==> src/rtl/bpu_pkg.sv <==
// Shared types for the branch-predictor update arbiter.
// Optional build macro: BPU_ARB_STATS_EN adds a source bit to each record.
package bpu_pkg;

    localparam int BPU_PCW = 32;

    localparam logic SRC_BR  = 1'b0;
    localparam logic SRC_JMP = 1'b1;

    typedef enum logic [1:0] {
        RUN   = 2'd0,
        HOLD  = 2'd1,
        FLUSH = 2'd2
    } arb_state_e;

    typedef struct packed {
        logic [BPU_PCW-1:0] pc;
        logic [BPU_PCW-1:0] target;
        logic               taken;
        logic               correct;
`ifdef BPU_ARB_STATS_EN
        logic               src;
`endif
    } bpu_rec_t;

    function automatic logic calc_correct(
        input logic               pred_taken,
        input logic               taken,
        input logic [BPU_PCW-1:0] pred_target,
        input logic [BPU_PCW-1:0] target
    );
        return (pred_taken == taken) && (!taken || pred_target == target);
    endfunction

endpackage

==> src/rtl/bpu_rec_fifo.sv <==
// Synchronous record FIFO with occupancy count and synchronous clear.
// DEPTH must be a power of two so the pointers wrap naturally.
module bpu_rec_fifo
    import bpu_pkg::*;
#(
    parameter int  DEPTH = 4,
    parameter type T     = bpu_rec_t
) (
    input  logic                       clk,
    input  logic                       reset,
    input  logic                       clear,
    input  logic                       push,
    input  T                           din,
    input  logic                       pop,
    output T                           dout,
    output logic [$clog2(DEPTH+1)-1:0] count,
    output logic                       full,
    output logic                       empty
);

    localparam int AW = $clog2(DEPTH);
    localparam int CW = $clog2(DEPTH+1);

    T              mem [DEPTH];
    logic [AW-1:0] wr_ptr;
    logic [AW-1:0] rd_ptr;
    logic          do_push;
    logic          do_pop;

    assign full    = (count == CW'(DEPTH));
    assign empty   = (count == '0);
    assign do_push = push && !full;
    assign do_pop  = pop && !empty;
    assign dout    = mem[rd_ptr];

    // Storage array; contents are don't-care until written.
    always_ff @(posedge clk) begin
        if (do_push) begin
            mem[wr_ptr] <= din;
        end
    end

    // Pointer and occupancy bookkeeping.
    always_ff @(posedge clk) begin
        if (reset || clear) begin
            wr_ptr <= '0;
            rd_ptr <= '0;
            count  <= '0;
        end else begin
            if (do_push) wr_ptr <= wr_ptr + 1'b1;
            if (do_pop)  rd_ptr <= rd_ptr + 1'b1;
            case ({do_push, do_pop})
                2'b10:   count <= count + 1'b1;
                2'b01:   count <= count - 1'b1;
                default: count <= count;
            endcase
        end
    end

endmodule

==> src/rtl/bpu_update_arb.sv <==
// Arbitrates branch/jump resolutions into the predictor update port.
// Optional build macro: BPU_ARB_STATS_EN adds saturating hit/miss counters.
module bpu_update_arb
    import bpu_pkg::*;
#(
    parameter int DEPTH = 4,
    parameter int PCW   = 32
) (
    input  logic                       clk,
    input  logic                       reset,
    input  logic                       br_valid,
    output logic                       br_ready,
    input  logic [PCW-1:0]             br_pc,
    input  logic [PCW-1:0]             br_target,
    input  logic                       br_taken,
    input  logic                       br_pred_taken,
    input  logic [PCW-1:0]             br_pred_target,
    input  logic                       jmp_valid,
    output logic                       jmp_ready,
    input  logic [PCW-1:0]             jmp_pc,
    input  logic [PCW-1:0]             jmp_target,
    input  logic                       jmp_pred_taken,
    input  logic [PCW-1:0]             jmp_pred_target,
    input  logic                       hold_req,
    input  logic                       flush_req,
    output logic                       bpu_update,
    output logic [PCW-1:0]             bpu_pc,
    output logic [PCW-1:0]             bpu_target,
    output logic                       bpu_taken,
    output logic                       bpu_correct,
`ifdef BPU_ARB_STATS_EN
    output logic [31:0]                br_total,
    output logic [31:0]                br_miss,
    output logic [31:0]                jmp_total,
    output logic [31:0]                jmp_miss,
`endif
    output logic [$clog2(DEPTH+1)-1:0] q_count
);

    arb_state_e state, state_nx;
    logic       rr_last_jmp;
    logic       rr_pick_jmp;
    logic       br_grant;
    logic       jmp_grant;
    logic       enq_ok;
    logic       deq;
    logic       f_full;
    logic       f_empty;
    bpu_rec_t   br_rec;
    bpu_rec_t   jmp_rec;
    bpu_rec_t   enq_rec;
    bpu_rec_t   head;

    assign enq_ok      = !f_full && (state != FLUSH);
    assign br_ready    = enq_ok;
    assign jmp_ready   = enq_ok;
    assign rr_pick_jmp = !rr_last_jmp;
    assign br_grant    = br_valid && br_ready && !(jmp_valid && rr_pick_jmp);
    assign jmp_grant   = jmp_valid && jmp_ready && !(br_valid && !rr_pick_jmp);

    // Build both candidate records and pick the granted one.
    always_comb begin
        br_rec         = '0;
        br_rec.pc      = BPU_PCW'(br_pc);
        br_rec.target  = BPU_PCW'(br_target);
        br_rec.taken   = br_taken;
        br_rec.correct = calc_correct(br_pred_taken, br_taken,
                                      BPU_PCW'(br_pred_target),
                                      BPU_PCW'(br_target));
        jmp_rec         = '0;
        jmp_rec.pc      = BPU_PCW'(jmp_pc);
        jmp_rec.target  = BPU_PCW'(jmp_target);
        jmp_rec.taken   = 1'b1;
        jmp_rec.correct = calc_correct(jmp_pred_taken, 1'b1,
                                       BPU_PCW'(jmp_pred_target),
                                       BPU_PCW'(jmp_target));
`ifdef BPU_ARB_STATS_EN
        br_rec.src  = SRC_BR;
        jmp_rec.src = SRC_JMP;
`endif
        enq_rec = jmp_grant ? jmp_rec : br_rec;
    end

    bpu_rec_fifo #(
        .DEPTH (DEPTH),
        .T     (bpu_rec_t)
    ) u_fifo (
        .clk   (clk),
        .reset (reset),
        .clear (state == FLUSH),
        .push  (br_grant || jmp_grant),
        .din   (enq_rec),
        .pop   (deq),
        .dout  (head),
        .count (q_count),
        .full  (f_full),
        .empty (f_empty)
    );

    // FSM state and round-robin pointer registers.
    always_ff @(posedge clk) begin
        if (reset) begin
            state       <= RUN;
            rr_last_jmp <= 1'b1;
        end else begin
            state <= state_nx;
            if (br_grant)       rr_last_jmp <= 1'b0;
            else if (jmp_grant) rr_last_jmp <= 1'b1;
        end
    end

    // Next state and drain decision from current-cycle hold/flush.
    always_comb begin
        state_nx = state;
        deq      = 1'b0;
        unique case (state)
            RUN: begin
                if (flush_req)     state_nx = FLUSH;
                else if (hold_req) state_nx = HOLD;
                deq = !flush_req && !hold_req && !f_empty;
            end
            HOLD: begin
                if (flush_req)     state_nx = FLUSH;
                else if (!hold_req) state_nx = RUN;
            end
            FLUSH: begin
                state_nx = hold_req ? HOLD : RUN;
            end
            default: state_nx = RUN;
        endcase
    end

    // Registered update bus; data holds when no update is issued.
    always_ff @(posedge clk) begin
        if (reset) begin
            bpu_update  <= 1'b0;
            bpu_pc      <= '0;
            bpu_target  <= '0;
            bpu_taken   <= 1'b0;
            bpu_correct <= 1'b0;
        end else begin
            bpu_update <= deq;
            if (deq) begin
                bpu_pc      <= PCW'(head.pc);
                bpu_target  <= PCW'(head.target);
                bpu_taken   <= head.taken;
                bpu_correct <= head.correct;
            end
        end
    end

`ifdef BPU_ARB_STATS_EN
    // Saturating per-source counters, bumped as records drain.
    always_ff @(posedge clk) begin
        if (reset) begin
            br_total  <= '0;
            br_miss   <= '0;
            jmp_total <= '0;
            jmp_miss  <= '0;
        end else if (deq) begin
            if (head.src == SRC_BR) begin
                if (br_total != '1) br_total <= br_total + 1'b1;
                if (!head.correct && br_miss != '1) br_miss <= br_miss + 1'b1;
            end else begin
                if (jmp_total != '1) jmp_total <= jmp_total + 1'b1;
                if (!head.correct && jmp_miss != '1) jmp_miss <= jmp_miss + 1'b1;
            end
        end
    end
`endif

endmodule
==> config.mk <==
export PLATFORM = sky130hd
export DESIGN_NAME = bpu_update_arb
export DESIGN_NICKNAME = d
export VERILOG_FILES = /design/src/rtl/bpu_pkg.sv /design/src/rtl/bpu_rec_fifo.sv /design/src/rtl/bpu_update_arb.sv
export SDC_FILE = /design/constraint.sdc
export NUM_CORES = 1
export LEC_CHECK = 0
export BUFFER_PORTS_ARGS = -buffer_cell sky130_fd_sc_hd__clkbuf_2
export CAP_MARGIN = 0
export CORE_UTILIZATION = 59
export CTS_CLUSTER_DIAMETER = 100
export DETAILED_ROUTE_END_ITERATION = 8
export PLACE_DENSITY = 0.87
export SLEW_MARGIN = 10
export SYNTH_ARGS = -nofsm -noshare
export SYNTH_HDL_FRONTEND = slang
export SYNTH_SLANG_ARGS = --single-unit
==> constraint.sdc <==
create_clock -name clk -period 5.42 [get_ports clk]
set_clock_uncertainty 0.2 [all_clocks]
set_input_delay 0.542 -clock clk [delete_from_list [all_inputs] [get_ports clk]]
set_output_delay 0.542 -clock clk [all_outputs]
set_load 0.02 [all_outputs]
# == After elaboration in Yosys (flattened, before gate mapping) ==
# Memory sizes are Yosys's and may differ from the RTL's. A register that Yosys moved wholly into a read port is not among the register bits.
# Index checks and enable logic that the tools add are counted.
# word_totals
rom_bits,0
input_bits,201
output_inout_bits,72
ff_bits,11
latch_bits,0
n_memories,1
ramBits,264
# classes
order_cmp,0
mul,0
div_mod_pow,0
n_addsub,4
shifts,0
eq_ne,11
reduce_logical,29
bitwise,0
muxes,13
# memory_table
name,depth,width,rd,rd_ports_with_merged_regs,write_ports,line,rtl
u_fifo.mem,4,66,1,1,1,bpu_rec_fifo.sv:24,T mem [DEPTH];
# op_table
op,count
$mux 66,1
$eq 32x32->1,2
$logic_and 1x1->1,13
$logic_not 1->1,8
$mux 2,4
$mux 1,6
$ne 3x3->1 const B,2
$pmux 2 s3,1
$pmux 3 s2,1
$add 2x1->2 const B,2
$eq 2x1->1 const B,2
$eq 2x2->1 const B,2
$reduce_bool 2->1,2
$add 3x1->3 const B,1
$eq 3x3->1 const B,1
$logic_not 3->1,1
$logic_or 1x1->1,3
$sub 3x1->3 const B,1
$logic_not 2->1,1
$ne 2x2->1 const B,1
$reduce_and 2->1,1
$eq 1x1->1,1

# == Depth between registers and ports, before layout ==
# Gate-level depths: netlist of run 1.
# logic_depth
word_depth,9
mapped_depth,10
ltp_nobuf,10

# == By module ==
# Synthesis of run 1 repeated with hierarchy kept, for this count alone.
# hier_totals
hier_cells,870
area_unflattened_um2,13903.3
# by_module_without_submodules
mod,seq_area_each_um2,instances,area_per_inst_um2,cells_each
bpu_rec_fifo,8107.8,1,9985.8,400
bpu_update_arb,1401.3,1,3917.5,470

# == Least setup slack after synthesis of run 1 ==
# Ideal clock, no wire load.
# synth_timing
path_kind,reg-to-reg
startpoint,register u_fifo.count[0]
endpoint,"memory u_fifo.mem[0][0] (netlist bit), enable pin"
setup_slack_ps,1746
n_path_buf,0
stages_incl_launch_ff,5
synth_period_minus_slack_ps,3674
required_ps,4789
t_arrival_ps,3043
setup_time_ps,431
cell_sequence,dfxtp_1 > nor2_1 > a21oi_1 > o21a_1 > and2_1
# synth_via
elab_chain_cells,9
word_cells_on_any_way,11
cone_classes,1 x eq/ne; 2 x mux; 8 x reduce/logical
# synth_lines
element,line,rtl
from (decl),bpu_rec_fifo.sv:16,"output logic [$clog2(DEPTH+1)-1:0] count,"
from (signal assigned),bpu_rec_fifo.sv:53,2'b10: count <= count + 1'b1;
from (signal assigned),bpu_rec_fifo.sv:54,2'b01: count <= count - 1'b1;
from (signal assigned),bpu_rec_fifo.sv:55,default: count <= count;
$eq 3x3->1 *,bpu_rec_fifo.sv:30,assign full = (count == CW'(DEPTH));
$logic_not 1->1 *,bpu_update_arb.sv:54,assign enq_ok = !f_full && (state != FLUSH);
$logic_and 1x1->1 *,bpu_update_arb.sv:54,
net br_ready,bpu_update_arb.sv:12,"output logic br_ready,"
"$logic_and 1x1->1, on equally long branches (2 in series)","bpu_update_arb.sv:58, bpu_update_arb.sv:59",
$logic_or 1x1->1 *,bpu_update_arb.sv:91,".push (br_grant || jmp_grant),"
$logic_and 1x1->1 *,bpu_rec_fifo.sv:32,assign do_push = push && !full;
$mux 1 *,bpu_rec_fifo.sv:38,if (do_push) begin
$mux 1 (not written as such) *,bpu_rec_fifo.sv:39,mem[wr_ptr] <= din;
to (decl),bpu_rec_fifo.sv:24,
# Mark *: on every way through the listed nets, which the timed path passes. The rest lies on a longest branch.

# == Final worst setup path of run 1 ==
# layout_timing
startpoint,register state[0]
endpoint,register u_fifo.count[2]
# layout_via
elab_chain_cells,8
word_cells_on_any_way,17
cone_classes,4 x eq/ne; 2 x mux; 11 x reduce/logical
# layout_lines
element,line,rtl
from (decl),bpu_update_arb.sv:40,"arb_state_e state, state_nx;"
from (signal assigned),bpu_update_arb.sv:106,state <= state_nx;
$ne 2x2->1,bpu_update_arb.sv:54,
$logic_and 1x1->1,bpu_update_arb.sv:54,
"$logic_and 1x1->1, on equally long branches (2 in series)","bpu_update_arb.sv:58, bpu_update_arb.sv:59",
$logic_or 1x1->1,bpu_update_arb.sv:91,
$logic_and 1x1->1,bpu_rec_fifo.sv:32,
$eq 2x1->1 / $eq 2x2->1 (equally long branches),bpu_rec_fifo.sv:52,"case ({do_push, do_pop})"
$pmux 3 s2 / $reduce_bool 2->1 (equally long branches),-,
# Several ways; a longest one is shown, not always the timed one.
# A chain may end at the register's enable or synchronous reset.

==> impl_summary.log, run 1 <==
INFO  metric result_of_the_run = completed
INFO  metric sum_of_routed_wire_length_over_all_layers = 30700 µm
INFO  metric combPwrFrac = 0.105
INFO  metric ant_nets = 0
INFO  metric crit_type = flip-flop to flip-flop
INFO  metric dominant_cells_by_area_after_synthesis = sky130_fd_sc_hd__edfxtp_1 57%, sky130_fd_sc_hd__dfxtp_1 11%, sky130_fd_sc_hd__mux4_2 11%
INFO  metric final-max-slew-violation-count = 0
INFO  metric cts_made_buffers = 36
INFO  metric clk_root_buffer_cell = sky130_fd_sc_hd__clkbuf_16
INFO  metric boundaryPins = 273
INFO  metric antenna-diode-count = 0
INFO  metric p_leak = 6.03 nW
INFO  metric grt_first_pass_wirelength = 46500 µm
INFO  metric hold_class = primary input to flip-flop
INFO  metric setup_viol = 0
INFO  metric yosys.cell_types.count = 39
INFO  metric tritoncts = yes
INFO  metric num_clock_sinks = 341
INFO  metric p_sw_frac = 0.224
INFO  metric globalRouteTotalUtil = 0.262
INFO  metric core_region_area = ~0.023 mm²
INFO  metric grt_overflow = 0
INFO  metric drv.max_cap_violation_count = 0
INFO  metric cts-resized-gates = 0
INFO  metric worstMarginPinSlew = ~1.1 ns
INFO  metric synth_top_area_share = 0.575
INFO  metric chipWidth = 155 µm
INFO  metric internal_power = 0.00489 W
INFO  metric synth_seq_cells = 341
INFO  metric fin_cells = 1466
INFO  metric async_reset_ff_frac = 0
INFO  metric num_rows = 55
INFO  metric synth_seq_area_share = 0.687
INFO  metric synth-main-ff-cell = sky130_fd_sc_hd__edfxtp_1
INFO  metric hold_buffers = 0
INFO  metric p_sw = 0.00141 W
INFO  metric postSynthAreaPerCell = 16.1 µm²
INFO  metric num-fill-cells = 1409
INFO  metric power.ir.vdd_worst = approximately 0.23 mV
INFO  metric power.total = 0.00630 W
INFO  metric data_required_time_at_the_worst_endpoint = 5.65 ns
INFO  metric seq_power_share = 0.497
INFO  metric grt_start_max_net_pins = just under 70
INFO  metric synth_area = 0.0138 mm²
INFO  metric critPathTopFamily = simple AND/OR/NAND/NOR gates
INFO  metric detailed_place.area = 0.0154 mm²
INFO  metric final_design_area_no_fill = approximately 0.017 mm²
INFO  metric first_pass_iters = 6
INFO  metric worst_ep_arrival_time = 3.18 ns
INFO  metric detail_route.wl_per_cell = 20.9 µm
INFO  metric highest_fanout_seen_on_the_critical_path = 68
INFO  metric place_congestion = 0.815
INFO  metric p_clk_frac = 0.398
INFO  metric drt-vias-per-instance = 5.68
INFO  metric cts_clk_pin_slew_worst_paths = about 0.060 ns
INFO  metric fin_setup_tns = 0 ns
INFO  metric cellPowerDensity = 379 mW/mm²
INFO  metric synth.net_count = 1064
INFO  metric yosys_warnings = 0
INFO  metric hpwlAfterDp = approximately 19000 µm
INFO  metric cp-end-kind = flip-flop
INFO  metric crit_path_max_incr_delay = 0.45 ns
INFO  metric post-place-cells = 1402
INFO  metric critical-path-slowest-cell = sky130_fd_sc_hd__nor4_1
INFO  metric dieArea = 0.0240 mm²
INFO  metric setup.worst_path.start_class = flip-flop
INFO  metric final_hold_viol_count = 0
INFO  metric synthMostInstantiatedCell = sky130_fd_sc_hd__edfxtp_1
INFO  metric die_height = 155 µm
INFO  metric rsz0062_at_grt = false
INFO  metric vias = 8326
INFO  metric drt_iter0_markers = 544
INFO  metric synth_common_cells = 264 x sky130_fd_sc_hd__edfxtp_1, 133 x sky130_fd_sc_hd__nand2_1, 77 x sky130_fd_sc_hd__dfxtp_1, 70 x sky130_fd_sc_hd__a21oi_1, 66 x sky130_fd_sc_hd__mux4_2
INFO  metric cts-htree-levels = 2
INFO  metric synthToLayoutAreaGrowth = 20.7%
INFO  metric yosysTopAreaCell = sky130_fd_sc_hd__edfxtp_1
INFO  metric antenna_found_initial = 0
INFO  metric finalWorstPathRequiredPeriod = 2.94 ns
INFO  metric fin_nets = around 1300
INFO  metric cts_setup_buffers = 0
INFO  metric timing.critical_path.depth = 10
INFO  metric post_synth_inst_count = 857
INFO  metric skew_pair_late_insertion_delay = 0.50 ns
INFO  metric final_cycle_share = 0.543
INFO  metric numPortBuffers = 272
INFO  metric fmax = 0.340 GHz
INFO  metric whs_path_depth = 3
INFO  metric timing.critical_path.buf_inv = 3
INFO  metric post_route_core_utilization = 0.731
INFO  metric synth_edf_count = 264
INFO  metric maxSlewHeadroom = 0.292
INFO  metric crit_path_cell_trace = nor4_1 -> o31ai_4 -> buf_4 -> inv_2 -> ha_1 -> inv_1 -> fa_1 -> xor2_1 -> or3_1 -> a21oi_1
INFO  metric worst_r2r_path_depth = 10
INFO  metric cts.path.max_buffers = 3
INFO  metric layout-drive-gt1-share = 0.377
INFO  metric initial_util = 0.605
INFO  metric post-route-drc-count = 0
INFO  metric first_global_vias = 8423
[power groups by stage]
stage                     clock, W  sequential [W]  combinational, W
after floorplan                  0         0.00319          0.000393
after global placement           0         0.00317          0.000644
after detailed placement         0         0.00319          0.000661
after CTS                  0.00254         0.00313          0.000667
after global routing       0.00264         0.00315          0.000712
final                      0.00251         0.00313          0.000660
[registers in the layout, indices dropped and copies added (netlist names)]
name,cells
u_fifo.wr_ptr,2
u_fifo.rd_ptr,2
bpu_correct,1
bpu_pc,32
u_fifo.count,3
u_fifo.mem,264
bpu_update,1
state,2
rr_last_jmp,1
bpu_target,32
bpu_taken,1
[through the flow]
| stage | setup WS (ns) | hold slack, ns |
|---|---|---|
| 2_1_floorplan | 1.75 | 0.251 |
| 3_3_place_gp | 2.29 | 0.241 |
| 3_5_place_dp | 2.22 | 0.248 |
| 4_1_cts | 2.48 | 0.0524 |
| 5_1_grt | 2.26 | 0.0814 |
| 6_report | 2.48 | 0.0703 |
[path summary, 6_finish.rpt]
path	start	endpoint	slack, ns
setup / recovery	state[0]	u_fifo.count[2]	2.48
hold reg to reg	bpu_pc[8]	bpu_pc[8]	0.25
hold / removal	hold_req	state[0]	0.07
setup reg to reg	state[0]	u_fifo.count[2]	2.48
[worst min-delay path, cell delays in order]
cell and delay, ns:
sky130_fd_sc_hd__clkbuf_2 0.09, sky130_fd_sc_hd__inv_1 0.04, sky130_fd_sc_hd__a2111oi_0 0.05
[cell families (layout without fill, tap and decap cells)]
family	Yosys count	count (layout)	share of synthesized area
DFF	341	341	0.687
and+or+nand+nor	176	176	0.0539
muxes	131	131	0.161
AOI/OAI and AO/OA	79	79	0.0311
xor gates and xnor gates	69	69	0.0438
buffers and inverters	55	351	0.0176
adders and majority gates	6	6	0.00599
[routing by layer]
metal  vias to the layer above  share of wire  track usage  wire, µm
met2                       317           0.52        0.462     16000
met1                      4182           0.39        0.315     11900
li1                       3782              -            -         -
met4                         0          0.021       0.0901       646
met3                        45          0.072       0.0646      2200
met5                         -              0            0         0
[final cells by class]
class	instances	area, µm²	area share
sequential	341	9480	0.569
clock inverter	12	166	0.0100
timing repair buffer	278	1410	0.0845
multi-input combinational	461	4100	0.247
clock buffer	52	1060	0.0639
inverter	9	33.8	0.00203
tap	313	392	0.0235
[layout by cell type, fill, tap and decap left out, types with 2 or more instances in the layout]
master                      Yosys  final
sky130_fd_sc_hd__xor2_1        49     49
sky130_fd_sc_hd__ha_1           5      5
sky130_fd_sc_hd__dfxtp_1       77     75
sky130_fd_sc_hd__xnor2_1       20     20
sky130_fd_sc_hd__inv_1          8      8
sky130_fd_sc_hd__nor2_1         9      9
sky130_fd_sc_hd__mux4_2        66     66
sky130_fd_sc_hd__clkbuf_2       0    271
sky130_fd_sc_hd__clkbuf_1      24      8
sky130_fd_sc_hd__nand4_1        6      6
sky130_fd_sc_hd__nand2_1      133    133
sky130_fd_sc_hd__nor4_1        12     12
sky130_fd_sc_hd__edfxtp_1     264    264
sky130_fd_sc_hd__clkinv_2       0      6
sky130_fd_sc_hd__clkbuf_16      0     38
sky130_fd_sc_hd__clkbuf_8       0      6
sky130_fd_sc_hd__nand3_1        2      2
sky130_fd_sc_hd__nor3_1         2      2
sky130_fd_sc_hd__and2_4         0      4
sky130_fd_sc_hd__nor2b_1        3      3
sky130_fd_sc_hd__bufinv_16      0      4
sky130_fd_sc_hd__mux2_1        39     39
sky130_fd_sc_hd__a21oi_1       70     70
sky130_fd_sc_hd__mux2_2        25     25
sky130_fd_sc_hd__buf_4          5      6
sky130_fd_sc_hd__dfxtp_4        0      2
(Power assumes the default switching activity.)
==> inputs of run 2 (changes only) <==
--- a/config.mk
+++ b/config.mk
@@ -7,10 +7,10 @@
 export LEC_CHECK = 0
 export BUFFER_PORTS_ARGS = -buffer_cell sky130_fd_sc_hd__clkbuf_2
 export CAP_MARGIN = 0
-export CORE_UTILIZATION = 59
+export CORE_UTILIZATION = 50
 export CTS_CLUSTER_DIAMETER = 100
 export DETAILED_ROUTE_END_ITERATION = 8
-export PLACE_DENSITY = 0.87
+export PLACE_DENSITY = 0.78
 export SLEW_MARGIN = 10
 export SYNTH_ARGS = -nofsm -noshare
 export SYNTH_HDL_FRONTEND = slang
==> constraint.sdc (replaced) <==
create_clock -name clk -period 2.7 [get_ports clk]
set_clock_uncertainty 0.2 [all_clocks]
set_input_delay 0.27 -clock clk [delete_from_list [all_inputs] [get_ports clk]]
set_output_delay 0.27 -clock clk [all_outputs]
set_load 0.02 [all_outputs]
==> run 2 against run 1 <==
  * Flip-flop and latch count unchanged
  * Cell count rose by 11%
  * Global-route usage down 2.1 points
  * Routed wire length up 9.5%
==> impl_summary.log, run 2 (synthesized netlist as in run 1, its figures left out) <==
INFO  metric first_pass_iters = 5 (was 6)
INFO  metric setup_viol = 0 (unchanged)
INFO  metric cts.path.max_buffers = 3 (unchanged)
INFO  metric boundaryPins = 273 (unchanged)
INFO  metric power.total = 0.0123 W (was 0.00630 W)
INFO  metric data_required_time_at_the_worst_endpoint = 2.74 ns (was 5.65 ns)
INFO  metric chipWidth = 168 µm (was 155 µm)
INFO  metric clk_root_buffer_cell = sky130_fd_sc_hd__clkbuf_16 (unchanged)
INFO  metric cellPowerDensity = 684 mW/mm² (was 379 mW/mm²)
INFO  metric fmax = 0.394 GHz
INFO  metric fin_cells = 1629 (was 1466)
INFO  metric crit_type = primary input to flip-flop (was flip-flop to flip-flop)
INFO  metric reg_top3 = u_fifo.mem x264, bpu_pc x32, bpu_target x32 (unchanged)
INFO  metric place_congestion = 0.804 (was 0.815)
INFO  metric p_leak = 6.58 nW (was 6.03 nW)
INFO  metric antenna_found_initial = 0 (unchanged)
INFO  metric dr.max_layer_used = met4 (unchanged)
INFO  metric num-fill-cells = 1861 (was 1409)
INFO  metric core_region_area = 0.0270 mm² (was 0.0228 mm²)
INFO  metric post-route-drc-count = 0 (unchanged)
INFO  metric grt_first_pass_wirelength = 50700 µm (was 46500 µm)
INFO  metric layout_common_cells = 271 x sky130_fd_sc_hd__clkbuf_2, 264 x sky130_fd_sc_hd__edfxtp_1, 133 x sky130_fd_sc_hd__nand2_1 (unchanged)
INFO  metric sum_of_routed_wire_length_over_all_layers = 33600 µm (was 30700 µm)
INFO  metric mostFrequentLayoutCell = sky130_fd_sc_hd__clkbuf_2 (unchanged)
INFO  metric final_hold_viol_count = 0 (unchanged)
INFO  metric num_clock_sinks = 341 (unchanged)
INFO  metric highest_fanout_seen_on_the_critical_path = 12 (was 68)
INFO  metric largest_register_ff_count = 264 (unchanged)
INFO  metric final_cycle_share = 0.939
INFO  metric skew_pair_late_insertion_delay = 0.50 ns (about the same)
INFO  metric vias = 8759 (was 8326)
INFO  metric cp-end-kind = flip-flop (unchanged)
INFO  metric first_global_vias = 9199 (was 8423)
INFO  metric rsz0062_at_grt = false (unchanged)
INFO  metric drt_iter0_markers = 513 (was 544)
INFO  metric fin_nets = 1469 (was 1334)
INFO  metric finalWorstPathRequiredPeriod = 2.54 ns
INFO  metric synthToLayoutAreaGrowth = 30.5% (was 20.7%)
INFO  metric detailroute.wirelength.met3 = 2290 µm (was 2200 µm)
INFO  metric combPwrFrac = 0.132 (was 0.105)
INFO  metric p_clk_frac = 0.361 (was 0.398)
INFO  metric layout.area.seq = 0.00948 mm² (unchanged)
INFO  metric multiInputGateArea = 0.00411 mm² (was 0.00410 mm²)
INFO  metric dieArea = 0.0282 mm² (was 0.0240 mm²)
INFO  metric largest_register = u_fifo.mem (unchanged)
INFO  metric route.met2.wl = 17200 µm (was 16000 µm)
INFO  metric drv.max_cap_violation_count = 0 (unchanged)
INFO  metric layout-drive-gt1-share = 0.349 (was 0.377)
INFO  metric setup.worst_path.start_class = primary input (was flip-flop)
INFO  metric worstMarginPinSlew = 0.855 ns (was 1.06 ns)
INFO  metric maxSlewHeadroom = 0.430 (was 0.292)
INFO  metric ant_nets = 0 (unchanged)
INFO  metric power.ir.vdd_worst = 0.404 mV (was 0.227 mV)
INFO  metric grt_overflow = 0 (unchanged)
INFO  metric die_height = 168 µm (was 155 µm)
INFO  metric cts-htree-levels = 2 (unchanged)
INFO  metric worst_ep_arrival_time = 2.57 ns (was 3.18 ns)
INFO  metric grt_start_max_net_pins = 69 (unchanged)
INFO  metric cts_made_buffers = 35 (was 36)
INFO  metric result_of_the_run = completed (unchanged)
INFO  metric num_rows = 60 (was 55)
INFO  metric post-place-cells = 1448 (was 1402)
INFO  metric tritoncts = yes (unchanged)
INFO  metric seq_power_share = 0.507 (was 0.497)
INFO  metric drt-vias-per-instance = 5.38 (was 5.68)
INFO  metric detail_route.wl_per_cell = 20.6 µm (was 20.9 µm)
INFO  metric internal_power = 0.00945 W (was 0.00489 W)
INFO  metric initial_util = 0.510 (was 0.605)
INFO  metric cts_clk_pin_slew_worst_paths = 0.06 ns (about the same)
INFO  metric antenna-diode-count = 0 (unchanged)
INFO  metric final-max-slew-violation-count = 0 (unchanged)
INFO  metric numPortBuffers = 272 (unchanged)
INFO  metric hold_class = primary input to flip-flop (unchanged)
INFO  metric route.layer.met1.wl = 12900 µm (was 11900 µm)
INFO  metric globalRouteTotalUtil = 0.241 (was 0.262)
INFO  metric p_sw_frac = 0.233 (was 0.224)
INFO  metric p_sw = 0.00286 W (was 0.00141 W)
INFO  metric hpwlAfterDp = 21000 µm (was 19000 µm)
[run 2: final timing paths]
path | from | endpoint | slack [ns] | depth (start not counted)
worst max-delay path | jmp_valid | u_fifo.mem[3][32] | 0.16 | 7
worst min register to register | bpu_pc[9] | bpu_pc[9] | 0.25 | 2
worst min-delay path | jmp_target[25] | u_fifo.mem[0][27] | 0.02 | 2
worst max register to register | u_fifo.count[1] | u_fifo.mem[3][32] | 0.19 | 5
[run 2: critical path, stage by stage]
cell                            delay, ns
sky130_fd_sc_hd__dlygate4sd3_1       0.53
sky130_fd_sc_hd__clkbuf_2            0.13
sky130_fd_sc_hd__a21bo_1             0.22
sky130_fd_sc_hd__a211o_4             0.31
sky130_fd_sc_hd__buf_4               0.20
sky130_fd_sc_hd__mux2_1              0.31
sky130_fd_sc_hd__dlygate4sd3_1       0.60
[run 2: through the flow]
stage	area, µm²	TNS [ns]	hold slack [ns]	utilization	setup slack [ns]
after floorplan	13800	-67.46	0.196	-	-0.256
after CTS	18000	0	0.0105	0.665	0.0477
after detailed placement	15700	0	0.247	0.583	0.163
after global routing	18000	0	0.0191	0.666	0.0852
after global placement	15700	0	0.241	0.583	0.226
final	18000	0	0.0215	0.666	0.165
[run 2: per-layer routing]
layer | vias up | track usage
met1 | 4322 | 0.283
li1 | 4044 | -
met5 | - | 0
met3 | 77 | 0.0623
met2 | 316 | 0.422
met4 | 0 | 0.103
[run 2: area by class of cell]
| type | instances | share of cell area |
|---|---|---|
| Clock buffer | 45 | 0.0548 |
| Clock inverter | 18 | 0.00452 |
| Inverter | 9 | 0.00188 |
| Multi-Input combinational cell | 461 | 0.228 |
| Sequential cell | 341 | 0.527 |
| Tap cell | 341 | 0.0237 |
| Timing Repair Buffer | 414 | 0.160 |
[run 2: timing repair]
action,CTS,global route
endpoints found under the setup margin,0,12
hold buffers,116,0
buffers inserted,0,2
hold endpoints to repair,228,0
gates resized for setup,0,2
[run 2: power groups by stage]
stage / Sequential [W] / Combinational, W / Clock (W)
4_1_cts: 0.00624 / 0.00162 / 0.00451
2_1_floorplan: 0.00639 / 0.000791 / 0
5_1_grt: 0.00627 / 0.00174 / 0.00473
3_3_place_gp: 0.00632 / 0.00144 / 0
3_5_place_dp: 0.00635 / 0.00147 / 0
6_report: 0.00624 / 0.00162 / 0.00445
==> inputs of run 3 (changes only) <==
--- a/config.mk
+++ b/config.mk
@@ -7,10 +7,11 @@
 export LEC_CHECK = 0
 export BUFFER_PORTS_ARGS = -buffer_cell sky130_fd_sc_hd__clkbuf_2
 export CAP_MARGIN = 0
-export CORE_UTILIZATION = 50
+export CORE_UTILIZATION = 59
 export CTS_CLUSTER_DIAMETER = 100
 export DETAILED_ROUTE_END_ITERATION = 8
-export PLACE_DENSITY = 0.78
+export MAX_ROUTING_LAYER = met4
+export PLACE_DENSITY = 0.87
 export SLEW_MARGIN = 10
 export SYNTH_ARGS = -nofsm -noshare
 export SYNTH_HDL_FRONTEND = slang
==> constraint.sdc (replaced) <==
create_clock -name clk -period 3.2 [get_ports clk]
set_clock_uncertainty 0.2 [all_clocks]
set_input_delay 0.32 -clock clk [delete_from_list [all_inputs] [get_ports clk]]
set_output_delay 0.32 -clock clk [all_outputs]
set_load 0.02 [all_outputs]
==> run 3 against run 2 <==
  * Worst hold slack worse by 0.012 ns
  * Clock power down 13%
  * Total power down 15%
  * Highest routed layer unchanged
  * First-iteration DRC count up 51%
  * Sequential power down 15%
  * Combinational power down 20%
==> impl_summary.log, run 3 (synthesized netlist as in run 1, its figures left out) <==
INFO  metric result_of_the_run = completed (unchanged)
INFO  metric r2r_setup_slack = 0.26 ns (was 0.19 ns)
INFO  metric grt_first_pass_wirelength = 50700 µm (about the same)
INFO  metric num_clock_sinks = 341 (unchanged)
INFO  metric place_congestion = 0.828 (was 0.804)
INFO  metric largest_register = u_fifo.mem (unchanged)
INFO  metric detail_route.wl_per_cell = 22.0 µm (was 20.6 µm)
INFO  metric internal_power = 0.00800 W (was 0.00945 W)
INFO  metric setup.worst_path.start_class = flip-flop (was primary input)
INFO  metric first_global_vias = 9071 (was 9199)
INFO  metric antenna-diode-count = 0 (unchanged)
INFO  metric final_hold_viol_count = 0 (unchanged)
INFO  metric layout_common_cells = 271 x sky130_fd_sc_hd__clkbuf_2, 264 x sky130_fd_sc_hd__edfxtp_1, 133 x sky130_fd_sc_hd__nand2_1 (unchanged)
INFO  metric skew_pair_late_insertion_delay = 0.52 ns (was 0.50 ns)
INFO  metric cellPowerDensity = 605 mW/mm² (was 684 mW/mm²)
INFO  metric final_design_area_no_fill = 0.0173 mm² (was 0.0180 mm²)
INFO  metric cts-resized-gates = 0 (unchanged)
INFO  metric fin_nets = 1411 (was 1469)
INFO  metric largest_register_ff_count = 264 (unchanged)
INFO  metric grt_use_met1 = 0.355 (was 0.283)
INFO  metric hold_buffers = 62 (was 116)
INFO  metric final-max-slew-violation-count = 0 (unchanged)
INFO  metric num_rows = 55 (was 60)
INFO  metric drt-vias-per-instance = 5.73 (was 5.38)
INFO  metric post_route_core_utilization = 0.760 (was 0.666)
INFO  metric drt_iter0_markers = 776 (was 513)
INFO  metric p_sw_frac = 0.236 (was 0.233)
INFO  metric fin_setup_tns = 0 ns (unchanged)
INFO  metric grt_start_max_net_pins = 69 (unchanged)
INFO  metric boundaryPins = 273 (unchanged)
INFO  metric final_cycle_share = 0.918
INFO  metric die_height = 155 µm (was 168 µm)
INFO  metric initial_util = 0.605 (was 0.510)
INFO  metric critical_path.startpoint = state[1] (was jmp_valid)
INFO  metric maxSlewHeadroom = 0.371 (was 0.430)
INFO  metric drv.max_cap_violation_count = 0 (unchanged)
INFO  metric dieArea = 0.0240 mm² (was 0.0282 mm²)
INFO  metric critical-path-slowest-cell = sky130_fd_sc_hd__dlygate4sd3_1 (unchanged)
INFO  metric data_required_time_at_the_worst_endpoint = 3.24 ns (was 2.74 ns)
INFO  metric antenna_found_initial = 1 (was 0)
INFO  metric detailed_place.area = 0.0156 mm² (was 0.0157 mm²)
INFO  metric r2r_start = state[1] (was u_fifo.count[1])
INFO  metric highest_fanout_seen_on_the_critical_path = 32 (was 12)
INFO  metric p_sw = 0.00247 W (was 0.00286 W)
INFO  metric reg_top3 = u_fifo.mem x264, bpu_pc x32, bpu_target x32 (unchanged)
INFO  metric layout-drive-gt1-share = 0.363 (was 0.349)
INFO  metric seq_power_share = 0.506 (was 0.507)
INFO  metric crit_path_max_incr_delay = 0.61 ns (was 0.60 ns)
INFO  metric regToRegEndpoint = u_fifo.mem[3][39] (was u_fifo.mem[3][32])
INFO  metric cts_clk_pin_slew_worst_paths = 0.06 ns (about the same)
INFO  metric fin_ws = 0.263 ns (was 0.165 ns)
INFO  metric hpwlAfterDp = 21400 µm (was 21000 µm)
INFO  metric chipWidth = 155 µm (was 168 µm)
INFO  metric timing.critical_path.buf_inv = 2 (was 4)
INFO  metric synthToLayoutAreaGrowth = 25.5% (was 30.5%)
INFO  metric whs_path_depth = 2 (unchanged)
INFO  metric hp-start = jmp_pc[19] (was jmp_target[25])
INFO  metric crit_type = flip-flop to flip-flop (was primary input to flip-flop)
INFO  metric tritoncts = yes (unchanged)
INFO  metric finalWorstPathRequiredPeriod = 2.94 ns
INFO  metric p_leak = 6.32 nW (was 6.58 nW)
INFO  metric power.ir.vdd_worst = 0.327 mV (was 0.404 mV)
INFO  metric worstMarginPinSlew = 0.944 ns (was 0.855 ns)
INFO  metric post-place-ws = 0.576 ns (was 0.163 ns)
INFO  metric globalRoute.busiestLayer = met2 (unchanged)
INFO  metric critPathTopFamily = buffers and inverters (unchanged)
INFO  metric cp-end-kind = flip-flop (unchanged)
INFO  metric worst_r2r_path_depth = 5 (unchanged)
INFO  metric p_clk_frac = 0.372 (was 0.361)
INFO  metric setup_viol = 0 (unchanged)
INFO  metric grt_overflow = 0 (unchanged)
INFO  metric cts-htree-levels = 2 (unchanged)
INFO  metric timing.hold.worst_endpoint = u_fifo.mem[3][53] (was u_fifo.mem[0][27])
INFO  metric ant_nets = 0 (unchanged)
INFO  metric core_region_area = 0.0228 mm² (was 0.0270 mm²)
INFO  metric globalRouteTotalUtil = 0.299 (was 0.241)
INFO  metric mostFrequentLayoutCell = sky130_fd_sc_hd__clkbuf_2 (unchanged)
INFO  metric global_route.usage.met2 = 0.499 (was 0.422)
INFO  metric fmax = 0.340 GHz
INFO  metric first_pass_iters = 5 (unchanged)
INFO  metric rsz0062_at_grt = false (unchanged)
INFO  metric numPortBuffers = 272 (unchanged)
INFO  metric crit_path_cell_trace = nor2b_1 -> a211o_4 -> buf_4 -> mux2_1 -> dlygate4sd3_1 (was dlygate4sd3_1 -> clkbuf_2 -> a21bo_1 -> a211o_4 -> buf_4 -> mux2_1 -> dlygate4sd3_1)
INFO  metric sum_of_routed_wire_length_over_all_layers = 34000 µm (was 33600 µm)
INFO  metric finalHoldWorstSlack = 0.00934 ns (was 0.0215 ns)
INFO  metric cts_made_buffers = 35 (unchanged)
INFO  metric vias = 8841 (was 8759)
INFO  metric clk_root_buffer_cell = sky130_fd_sc_hd__clkbuf_16 (unchanged)
INFO  metric use_met3 = 0.0713 (was 0.0623)
INFO  metric combPwrFrac = 0.123 (was 0.132)
INFO  metric cts.path.max_buffers = 3 (unchanged)
INFO  metric hold_class = primary input to flip-flop (unchanged)
INFO  metric worst_ep_arrival_time = 2.98 ns (was 2.57 ns)
INFO  metric cts_setup_buffers = 0 (unchanged)
INFO  metric post-route-drc-count = 0 (unchanged)
[run 3: cell count changes in the layout (fill, tap and decap cells not counted), sizes merged]
cell,previous run,this run
inv,9,13
clkinvlp,1,3
clkbuf,316,321
clkinv,17,6
bufinv,0,1
buf,27,23
dlygate4sd3,116,62
[run 3: how the worst max path moves through the flow]
stage | end | slack [ns] | cells past startpoint
after floorplan | u_fifo.mem[0][0] | 0.24 | 4
after global placement | u_fifo.count[2] | 0.69 | 10
after detailed placement | u_fifo.mem[0][64] | 0.58 | 5
after CTS | u_fifo.mem[1][35] | 0.28 | 5
after global routing | u_fifo.mem[3][39] | 0.10 | 5
final | u_fifo.mem[3][39] | 0.26 | 5
[run 3: layer usage]
metal,wire [µm],share of wire
met1,12700,0.38
met2,17500,0.51
met3,2800,0.082
met4,956,0.028
met5,0,0
[run 3: stage by stage]
step	cells	total power, W
3_3_place_gp	1418	0.00651
2_1_floorplan	857	0.00606
5_1_grt	1544	0.0108
3_5_place_dp	1418	0.00657
6_report	1544	0.0105
4_1_cts	1544	0.0105
[run 3: layout make-up]
| cell class | instances | area, µm² |
|---|---|---|
| Fill cell | 1345 | 5470 |
| Tap cell | 313 | 392 |
| Clock inverter | 14 | 114 |
| Inverter | 9 | 33.8 |
| Sequential cell | 341 | 9480 |
| Multi-Input combinational cell | 461 | 4100 |
| Clock buffer | 50 | 992 |
| Timing Repair Buffer | 356 | 2200 |
[run 3: power by group through the flow]
stage	Sequential [W]	Combinational, W	Clock (W)
final	0.00530	0.00129	0.00389
after detailed placement	0.00538	0.00119	0
after global routing	0.00532	0.00138	0.00410
after floorplan	0.00539	0.000667	0
after global placement	0.00535	0.00116	0
after CTS	0.00530	0.00128	0.00393
